--- src/rtl/acc_cpu_sequencer_pkg.sv ---
// acc_cpu_sequencer_pkg: shared opcodes, state encoding and width defaults for the accumulator CPU sequencer.
package acc_cpu_sequencer_pkg;
  localparam int DATA_W_DEF = 8;
  localparam int ADDR_W_DEF = 5;
  localparam logic [2:0] OP_LOAD  = 3'd0;
  localparam logic [2:0] OP_STORE = 3'd1;
  localparam logic [2:0] OP_ADD   = 3'd2;
  localparam logic [2:0] OP_SUB   = 3'd3;
  localparam logic [2:0] OP_JMP   = 3'd4;
  localparam logic [2:0] OP_JZ    = 3'd5;
  localparam logic [2:0] OP_JN    = 3'd6;
  localparam logic [2:0] OP_HALT  = 3'd7;
  typedef enum logic [2:0] {
    S_IDLE, S_PRELOAD, S_FETCH, S_DECODE, S_MEM_RD, S_EXEC, S_HALT
  } state_t;
endpackage

--- src/rtl/acc_cpu_sequencer_alu.sv ---
// acc_cpu_sequencer_alu: combinational ADD/SUB with carry/borrow, plus zero/negative flags of the accumulator.
module acc_cpu_sequencer_alu #(
  parameter int W = 8
) (
  input  logic [W-1:0] a_i,
  input  logic [W-1:0] b_i,
  input  logic         sub_i,
  output logic [W-1:0] y_o,
  output logic         carry_o,
  output logic         zero_o,
  output logic         neg_o
);
  logic [W:0] r;
  // Bit W of the widened difference is the borrow (set when a < b).
  assign r       = sub_i ? {1'b0, a_i} - {1'b0, b_i} : {1'b0, a_i} + {1'b0, b_i};
  assign y_o     = r[W-1:0];
  assign carry_o = r[W];
  assign zero_o  = a_i == '0;
  assign neg_o   = a_i[W-1];
endmodule

--- src/rtl/acc_cpu_sequencer.sv ---
// acc_cpu_sequencer: fetch/decode/execute controller for a one-accumulator CPU on a 32x8 single-port RAM.
module acc_cpu_sequencer
  import acc_cpu_sequencer_pkg::*;
#(
  parameter int DATA_W  = DATA_W_DEF,
  parameter int ADDR_W  = ADDR_W_DEF,
  parameter bit PRELOAD = 1'b1
) (
  input  logic              clock,
  input  logic              reset_n,
  input  logic              start,
  output logic [ADDR_W-1:0] ram_address,
  output logic              ram_we,
  output logic [DATA_W-1:0] ram_data_in,
  input  logic [DATA_W-1:0] ram_data_out,
  output logic              ram_test_start,
  output logic [DATA_W-1:0] acc,
  output logic [ADDR_W-1:0] pc,
  output logic              carry,
  output logic              halted,
  output logic              busy
);
  state_t            state_q, state_d;
  logic [ADDR_W-1:0] pc_q, pc_d;
  logic [DATA_W-1:0] ir_q, ir_d, acc_q, acc_d;
  logic              carry_q, carry_d;
  logic [2:0]        opcode;
  logic [ADDR_W-1:0] operand;
  logic [DATA_W-1:0] alu_y;
  logic              alu_c, alu_z, alu_n;
  assign opcode  = ir_q[DATA_W-1 -: 3];
  assign operand = ir_q[ADDR_W-1:0];
  acc_cpu_sequencer_alu #(.W(DATA_W)) u_alu (
    .a_i    (acc_q),
    .b_i    (ram_data_out),
    .sub_i  (opcode == OP_SUB),
    .y_o    (alu_y),
    .carry_o(alu_c),
    .zero_o (alu_z),
    .neg_o  (alu_n)
  );
  always_ff @(posedge clock or negedge reset_n)
    if (!reset_n) begin
      state_q <= S_IDLE;
      pc_q    <= '0;
      ir_q    <= '0;
      acc_q   <= '0;
      carry_q <= 1'b0;
    end else begin
      state_q <= state_d;
      pc_q    <= pc_d;
      ir_q    <= ir_d;
      acc_q   <= acc_d;
      carry_q <= carry_d;
    end
  always_comb begin
    state_d        = state_q;
    pc_d           = pc_q;
    ir_d           = ir_q;
    acc_d          = acc_q;
    carry_d        = carry_q;
    ram_address    = pc_q;
    ram_we         = 1'b0;
    ram_test_start = 1'b0;
    case (state_q)
      S_IDLE: if (start) begin
        state_d = PRELOAD ? S_PRELOAD : S_FETCH;
        pc_d    = '0;
      end
      S_PRELOAD: begin
        ram_test_start = 1'b1;
        state_d        = S_FETCH;
      end
      S_FETCH: state_d = S_DECODE;
      S_DECODE: begin
        ir_d    = ram_data_out;
        pc_d    = pc_q + ADDR_W'(1);
        state_d = ram_data_out[DATA_W-1 -: 3] == OP_HALT ? S_HALT :
                  ram_data_out[DATA_W-1 -: 3] inside {OP_LOAD, OP_ADD, OP_SUB} ? S_MEM_RD : S_EXEC;
      end
      S_MEM_RD: begin
        ram_address = operand;
        state_d     = S_EXEC;
      end
      S_EXEC: begin
        ram_address = operand;
        state_d     = S_FETCH;
        case (opcode)
          OP_LOAD:  acc_d = ram_data_out;
          OP_STORE: ram_we = 1'b1;
          OP_ADD, OP_SUB: begin
            acc_d   = alu_y;
            carry_d = alu_c;
          end
          OP_JMP:  pc_d = operand;
          OP_JZ:   pc_d = alu_z ? operand : pc_q;
          OP_JN:   pc_d = alu_n ? operand : pc_q;
          default: ;
        endcase
      end
      S_HALT:  state_d = S_HALT;
      default: state_d = S_IDLE;
    endcase
  end
  assign ram_data_in = acc_q;
  assign acc         = acc_q;
  assign pc          = pc_q;
  assign carry       = carry_q;
  assign halted      = state_q == S_HALT;
  assign busy        = !(state_q inside {S_IDLE, S_HALT});
endmodule
--- config.mk ---
export PLATFORM = sky130hd
export DESIGN_NAME = acc_cpu_sequencer
export DESIGN_NICKNAME = d
export VERILOG_FILES = /design/src/rtl/acc_cpu_sequencer_pkg.sv /design/src/rtl/acc_cpu_sequencer_alu.sv /design/src/rtl/acc_cpu_sequencer.sv
export SDC_FILE = /design/constraint.sdc
export NUM_CORES = 1
export LEC_CHECK = 0
export ABC_AREA = 0
export BUFFER_PORTS_ARGS = -buffer_cell sky130_fd_sc_hd__buf_2
export CAP_MARGIN = 20
export CORE_MARGIN = 8
export CORE_UTILIZATION = 53
export DETAILED_ROUTE_END_ITERATION = 10
export PLACE_DENSITY = 0.78
export SLEW_MARGIN = 20
export SYNTH_ARGS = -nofsm -noshare
export SYNTH_HDL_FRONTEND = slang
export SYNTH_SLANG_ARGS = --single-unit
--- constraint.sdc ---
create_clock -name clock -period 7.67 [get_ports clock]
set_clock_uncertainty 0.2 [all_clocks]
set_input_delay 0.3835 -clock clock [delete_from_list [all_inputs] [get_ports clock]]
set_output_delay 0.3835 -clock clock [all_outputs]
set_load 0.005 [all_outputs]
==> metrics.md, run 1 <==
| Metric | Value |
|---|---|
| Final HPWL DP | `3490 um` |
| Nets | `282` |
| WS Path Type | `reg2reg` |
| CP max FO | `7` |
| Max Slew Vio Count | `0` |
| Async SR Flop Fraction | `100%` |
| Root buffer cell | `clkbuf_4` |
| CTS sink count | `25` |
| Synth-to-Final Area Change | `9.46%` |
| Vias per cell | `5.79` |
| DIE AREA | `5770 um2` |
| Placed insts | `300` |
| Worst setup margin | `4550 ps` |
| Worst R2R Start | `ir_q[7]$_DFFE_PN0P_` |
| Vias | `1765` |
| Setup WS pre-CTS | `4570 ps` |
| WP data arrival | `3180 ps` |
| Worst path required time | `7730 ps` |
| CTS tree | `done` |
| P_sw | `403 uW` |
| Tot GR Track Use | `15.5%` |
| Internal Power | `448 uW` |
| GR Overflow Total | `0` |
| Cell accounting for the most synthesized area | `dfrtp_1` |
| Fin crit period | `3120 ps` |
| Final hold vios | `0` |
| Io pins | `42` |
| Pwr dens | `408 nW/um2` |
| FF-to-FF path depth | `10` |
| Post-Syn Area per Cell | `8.24 um2` |
| Antenna diodes | `0` |
| Sequential area share after synthesis | `32.9%` |
| Startpoint types | `register` |
| Fillers | `309` |
| Drt pass-1 iters | `4` |
| CP cell instances | `nor2b_1 > and2_1 > nor2_1 > xnor2_1 > ha_1 > nor2b_1 > o31ai_1 > a32oi_1 > xor2_1 > o21ai_0` |
| Worst hold path depth | `3` |
| Clock Path Buffers | `2` |
| Hold_sp | `ram_data_out[7]` |
| Slew @ Worst Pin | `663 ps` |
| Share of layout cells above drive strength 1 | `19.7%` |
| Clock latency on the worst-skew pair | `330 ps` |
| Lkg Pwr | `0.00102 uW` |
| Delay-heaviest family, CP | `simple AND/OR/NAND/NOR gates` |
| Hold worst-path end | `ir_q[7]$_DFFE_PN0P_` |
| Vias in the first global route | `1635` |
| Final Util | `61.5%` |
| Reg area | `626 um2` |
| Synth cell types | `48` |
| Peak supply drop | `0.210 mV` |
| Clk pwr share | `7.1%` |
| Crit. End Element | `register` |
| DRC errors left | `0` |
| Commonest non-fill, non-tap cell in the layout | `buf_2` |
| Fin cells | `305` |
| Initial core utilization | `56.2%` |
| Global-route wire length before repair | `7690 um` |
| Largest net degree at the start of global routing | `26` |
| Post-synthesis cell area | `1900 um2` |
| Initial DRC count | `156` |
| WL final | `4590 um` |
| Most used flip-flop cell after synthesis | `dfrtp_1` |
| Syn Nets | `253` |
| Die X | `75.9 um` |
| Routed len/inst | `15.1 um` |
| Max incr delay on CP | `470 ps` |
| Fmax | `0.321 GHz` |
| Net Sw Frac | `47.4%` |
| Worst hold path class | `in2reg` |
| Number of port buffers | `41` |
| Number of flops mapped to enable cells by yosys | `0` |
| Logic pwr share | `60.2%` |
| CTS Buf Count | `3` |
| WP buf/inv | `0` |
| Synthesis-stage register bit count | `25` |
| CORE AREA | `3390 um2` |
| Most frequent cells in the layout | `buf_2 (41), nand2_1 (37), o21ai_0 (26)` |
| Area share of the largest cell type after synthesis | `32.9%` |
| Unrepaired setup endpoints after global routing | `no` |
| Relative slew margins | `55.6%` |
| Worst path most repeated cell | `nor2b_1` |
| Clk slew on worst S/H paths | `140 ps` |
| R2r setup slk | `4550 ps` |
| Antenna-violating nets left | `0` |
| Multi-input gate area | `1120 um2` |
| Final Cycle Share | `40.6%` |
| Yosys warns | `0` |
| H-tree Lvls | `1` |
| Setup violations, final | `0` |
| R2r endpoint | `carry$_DFFE_PN0P_` |
| Final setup TNS | `0 ps` |
| Initial antenna violation count | `0` |
| Crit-path slowest cell | `dfrtp_1` |
| Sequential cell fraction of total power | `32.7%` |
| Resize count post-CTS | `0` |
| Outcome | `complete, no violations` |
| Die Span Y | `75.9 um` |
| Cells after synthesis | `231` |
| Std cell rows | `21` |
| Max_cap viols | `0` |
| Total power draw | `851 uW` |
| GPL Wtd Cong | `0.860` |
| Area contributors post-synth | `dfrtp_1 (33%), nand2_1 (7.3%), o21ai_0 (6.8%)` |
## tightest hold or removal path: stages
cell	delay [ps]
buf_2	140
nand2_1	60
nand2_1	40
## flip-flops by register name (all words and copies together) (netlist names)
register	count
carry	1
pc	5
acc	8
ir_q	8
state_q	3
## final cells by class
| cell class | count | area share [%] |
|---|---|---|
| timing repair buffer | 42 | 10.3 |
| clock buffer | 4 | 1.26 |
| multi-input combinational | 178 | 53.8 |
| inverter | 10 | 1.80 |
| sequential | 25 | 30.0 |
| tap | 46 | 2.76 |
## cell families after synthesis
| kind of cell | share of synthesized area (%) |
|---|---|
| xor gates and xnor gates | 3.68 |
| buffers and inverters | 8.21 |
| DFF | 32.9 |
| muxes | 4.01 |
| adders and majority gates | 7.62 |
| and+or+nand+nor | 24.2 |
| AOI/OAI and AO/OA | 19.4 |
## cells in the mapped netlist (3+ instances only)
cell type   n
a31oi_1     3
mux2_2      5
dfrtp_1    25
nor2b_1     6
xor2_1      4
xnor2_1     4
ha_1       10
buf_4       9
a21oi_1     9
nand3_1     5
nor2_1     17
nor3b_1     4
o21ai_0    26
nor3_1      5
clkbuf_1    5
or3_1       4
inv_1      10
nand2_1    37
## worst max-delay path by stage
stage,from,endpoint,cells after the start
after global routing,ir_q[7]$_DFFE_PN0P_,acc[7]$_DFFE_PN0P_,10
after global placement,ram_data_out[3],acc[7]$_DFFE_PN0P_,10
after CTS,ir_q[7]$_DFFE_PN0P_,carry$_DFFE_PN0P_,10
after detailed placement,ram_data_out[3],acc[7]$_DFFE_PN0P_,10
final,ir_q[7]$_DFFE_PN0P_,carry$_DFFE_PN0P_,10
after floorplan,ram_data_out[3],acc[7]$_DFFE_PN0P_,9
## per-layer routing
layer | share of wire, % | track usage [%]
met4 | 2.5 | 5.88
met1 | 45 | 20.4
met2 | 45 | 23.9
met3 | 7.2 | 3.42
met5 | 0 | 0
## power by group through the flow
stage / registers, uW / clock network, uW / logic (uW)
floorplan: 250 / 0 / 419
global placement: 277 / 0 / 505
detailed placement: 281 / 0 / 512
CTS: 277 / 63.8 / 515
global route: 290 / 67.8 / 579
finish: 278 / 60.1 / 512
## what timing repair did
| action | CTS | global route |
|---|---|---|
| endpoints found under the hold margin | 25 | 0 |
| setup buffers | 0 | 0 |
| hold buffers | 1 | 0 |
## through the flow
step | hold WS (ps) | instance area, um2
floorplan | -112 | 1900
global placement | 223 | 2050
detailed placement | 224 | 2050
CTS | 118 | 2080
global route | 126 | 2080
finish | 119 | 2080
(Power assumes the default switching activity.)
==> inputs of run 2 (changes only) <==
--- a/config.mk
+++ b/config.mk
@@ -5,13 +5,13 @@
 export SDC_FILE = /design/constraint.sdc
 export NUM_CORES = 1
 export LEC_CHECK = 0
-export ABC_AREA = 0
+export ABC_AREA = 1
 export BUFFER_PORTS_ARGS = -buffer_cell sky130_fd_sc_hd__buf_2
 export CAP_MARGIN = 20
 export CORE_MARGIN = 8
-export CORE_UTILIZATION = 53
+export CORE_UTILIZATION = 50
 export DETAILED_ROUTE_END_ITERATION = 10
-export PLACE_DENSITY = 0.78
+export PLACE_DENSITY = 0.77
 export SLEW_MARGIN = 20
 export SYNTH_ARGS = -nofsm -noshare
 export SYNTH_HDL_FRONTEND = slang
==> constraint.sdc (replaced) <==
create_clock -name clock -period 2.5 [get_ports clock]
set_clock_uncertainty 0.2 [all_clocks]
set_input_delay 0.125 -clock clock [delete_from_list [all_inputs] [get_ports clock]]
set_output_delay 0.125 -clock clock [all_outputs]
set_load 0.005 [all_outputs]
==> run 2 against run 1 <==
Compared with the run above: first-iteration DRC count is 35% lower; register-to-register slack lost 4500 ps; synthesized cell count increased by 31%; fmax rose by 28%; wire length is 13% higher; global-route usage up 1.4 points; combinational power grew to 4.0 times the previous value; core utilization grew 0.83 points; hold slack got worse by 89 ps; sequential power grew to 2.9 times the previous value; highest routed layer unchanged.
==> metrics.md, run 2 <==
| Metric | Value |
|---|---|
| Outcome | `complete, no violations` |
| Mux contribution to synthesized area | `0% (-4.0 points)` |
| Commonest non-fill, non-tap cell in the layout | `nand2_1` |
| Synthesis-stage register bit count | `25 (unchanged)` |
| FF-to-FF path depth | `15 (+5)` |
| Number of port buffers | `41 (unchanged)` |
| Max_cap viols | `0 (unchanged)` |
| Post-Syn Area per Cell | `6.69 um2 (-19%)` |
| Synth-to-Final Area Change | `21.7%` |
| Nets | `375 (+33%)` |
| Clk slew on worst S/H paths | `100 ps (-40 ps)` |
| Cells after synthesis | `302 (+31%)` |
| Startpoint types | `register` |
| Most frequent cells in the layout | `nand2_1 (88), inv_1 (42), buf_2 (41)` |
| Total power draw | `3100 uW (+260%)` |
| Initial DRC count | `102 (-35%)` |
| Unrepaired setup endpoints after global routing | `yes` |
| Std cell rows | `23 (+9.5%)` |
| WP data arrival | `2410 ps (-770 ps)` |
| Pwr dens | `1260 nW/um2 (+210%)` |
| CTS sink count | `25 (unchanged)` |
| Fin cells | `402 (+32%)` |
| Clock latency on the worst-skew pair | `280 ps (-50 ps)` |
| Tot GR Track Use | `16.9% (+1.4 points)` |
| Sequential area share after synthesis | `31.0% (-1.9 points)` |
| Placed insts | `384 (+28%)` |
| Global-route wire length before repair | `8800 um (+14%)` |
| Routed len/inst | `13.0 um (-14%)` |
| Final instance area | `2460 um2 (+18%)` |
| Max Slew Vio Count | `0 (unchanged)` |
| Io pins | `42 (unchanged)` |
| Post-DP Area | `2220 um2 (+8.4%)` |
| Slew @ Worst Pin | `585 ps (-78.2 ps)` |
| CTS tree | `done` |
| CP max FO | `6 (-1)` |
| Antenna diodes | `0 (unchanged)` |
| CTS Buf Count | `3 (unchanged)` |
| Worst path required time | `2480 ps (-5250 ps)` |
| Yosys warns | `0 (unchanged)` |
| H-tree Lvls | `1 (unchanged)` |
| Synth top cells by count | `nand2_1 (91), inv_1 (44), nor2_1 (27)` |
| Final HPWL DP | `3910 um (+12%)` |
| DRC errors left | `0 (unchanged)` |
| Clock Path Buffers | `2 (unchanged)` |
| Lkg Pwr | `0.00136 uW (+33%)` |
| Worst hold path depth | `3 (unchanged)` |
| Peak supply drop | `0.726 mV (+250%)` |
| Adder-Cell Fraction of Synth Area | `7.19% (-0.43 points)` |
| Initial antenna violation count | `0 (unchanged)` |
| Worst hold path class | `in2reg` |
| GR Overflow Total | `0 (unchanged)` |
| GPL Wtd Cong | `0.917 (+6.6%)` |
| Initial core utilization | `51.2% (-5.0 points)` |
| DIE AREA | `6330 um2 (+9.7%)` |
| Fmax | `0.411 GHz (+28%)` |
| Vias | `2038 (+15%)` |
| Area contributors post-synth | `dfrtp_1 (31%), nand2_1 (17%), inv_1 (8.2%)` |
| Main combinational cell family by area after synthesis | `simple AND/OR/NAND/NOR gates` |
| Most used flip-flop cell after synthesis | `dfrtp_1` |
| Crit. End Element | `register` |
| Antenna-violating nets left | `0 (unchanged)` |
| Area share of the largest cell type after synthesis | `31.0% (-1.9 points)` |
| XOR/XNOR Fraction of Synth Area | `3.90% (+0.22 points)` |
| Final hold vios | `0 (unchanged)` |
| Cell accounting for the most synthesized area | `dfrtp_1` |
| Synth Area in Compound Gates | `11.7% (-7.7 points)` |
| Simple-gate share of the synthesized area | `32.5% (+8.2 points)` |
| Synth cell types | `29 (-40%)` |
| CORE AREA | `3940 um2 (+16%)` |
| Relative slew margins | `61.0% (+5.5 points)` |
| Post-synthesis cell area | `2020 um2 (+6.0%)` |
| Vias in the first global route | `1996 (+22%)` |
| Die Span Y | `79.6 um (+4.8%)` |
| Async SR Flop Fraction | `100% (unchanged)` |
| Number of flops mapped to enable cells by yosys | `0 (unchanged)` |
| Syn Nets | `324 (+28%)` |
| Share of layout cells above drive strength 1 | `23.3% (+3.6 points)` |
| Count leader, synth | `nand2_1` |
| Root buffer cell | `clkbuf_8` |
| Fin crit period | `2430 ps (-685 ps)` |
| Drt pass-1 iters | `4 (unchanged)` |
| Final Cycle Share | `97.3% (+57 points)` |
| WL final | `5210 um (+13%)` |
| Final Util | `62.3% (+0.83 points)` |
| Vias per cell | `5.07 (-12%)` |
| Largest net degree at the start of global routing | `26 (unchanged)` |
| Setup violations, final | `0 (unchanged)` |
| Die X | `79.6 um (+4.8%)` |
| WS Path Type | `reg2reg` |
[run 2: changes by cell type after synthesis, sizes merged, moves of 3 or more]
cell | previous run | this run
clkbuf | 5 | 1
nor3b | 4 | 0
nand2 | 37 | 94
mux2 | 5 | 0
nor3 | 6 | 3
xnor2 | 4 | 1
or3 | 4 | 0
nor2b | 6 | 0
nor2 | 17 | 30
nand3 | 5 | 23
inv | 10 | 50
xor2 | 4 | 8
[run 2: logic make-up after synthesis]
group,Yosys count
AO/OA/AOI/OAI,42
XOR/XNOR,9
buffers and inverters,62
flip-flops,25
adder cells (fa/ha/maj),11
AND/OR/NAND/NOR,153
[run 2: cell type report]
cell class,count,area (um2)
Inverter,50,188
Clock buffer,3,41.3
Timing Repair Buffer,58,360
Fill cell,359,1490
Multi-Input combinational cell,215,1170
Sequential cell,25,626
Tap cell,50,62.6
Clock inverter,1,5.00
[run 2: worst paths after layout]
check	slack, ps	end	from
min	30	ir_q[4]$_DFFE_PN0P_	ram_data_out[4]
max	70	acc[7]$_DFFE_PN0P_	ir_q[7]$_DFFE_PN0P_
max in group asynchronous	1540	acc[7]$_DFFE_PN0P_	reset_n
min in group asynchronous	180	pc[2]$_DFFE_PN0P_	reset_n
max reg2reg	70	acc[7]$_DFFE_PN0P_	ir_q[7]$_DFFE_PN0P_
min reg2reg	300	ir_q[1]$_DFFE_PN0P_	ir_q[1]$_DFFE_PN0P_
[run 2: critical path, stage by stage, from the launching register on]
cell and delay [ps]:
dfrtp_1 420, nor2_4 130, inv_2 60, nor2_4 120, inv_2 70, nand2_1 90, o21ai_1 90, xor2_1 160
ha_1 350, nand2_1 80, nor2_1 130, nand3_1 130, nand3_1 110, nand3_1 70, nand2_1 70, nand2_1 50
[run 2: timing repair]
| action | in CTS | in global routing |
|---|---|---|
| hold endpoints to repair | 34 | 0 |
| gates cloned | 0 | 0 |
| hold buffers | 11 | 0 |
| resized for setup | 1 | 15 |
| pin swaps | 0 | 3 |
| endpoints found under the setup margin | 1 | 4 |
| setup buffers | 0 | 3 |
[run 2: per-layer routing]
layer  wire, um  vias to the layer above  global-route usage, %
li1           -                     1046                      -
met1       2320                      924                   20.4
met2       2480                       61                   28.5
met3        318                        7                   3.72
met4         93                        0                   5.93
met5          0                        -                      0
[run 2: report_power, final]
group          internal, uW  switching (uW)
combinational           832            1200
sequential              596             218
clock                   112             146
[run 2: metrics by stage]
step                hold WS [ps]  TNS (ps)  setup WS, ps
global placement           -41.3         0          55.3
floorplan                   -371         0           180
global route                48.2     -85.2         -85.2
finish                      30.3         0          67.1
detailed placement         -38.7     -37.1         -37.1
CTS                         12.8         0          47.4
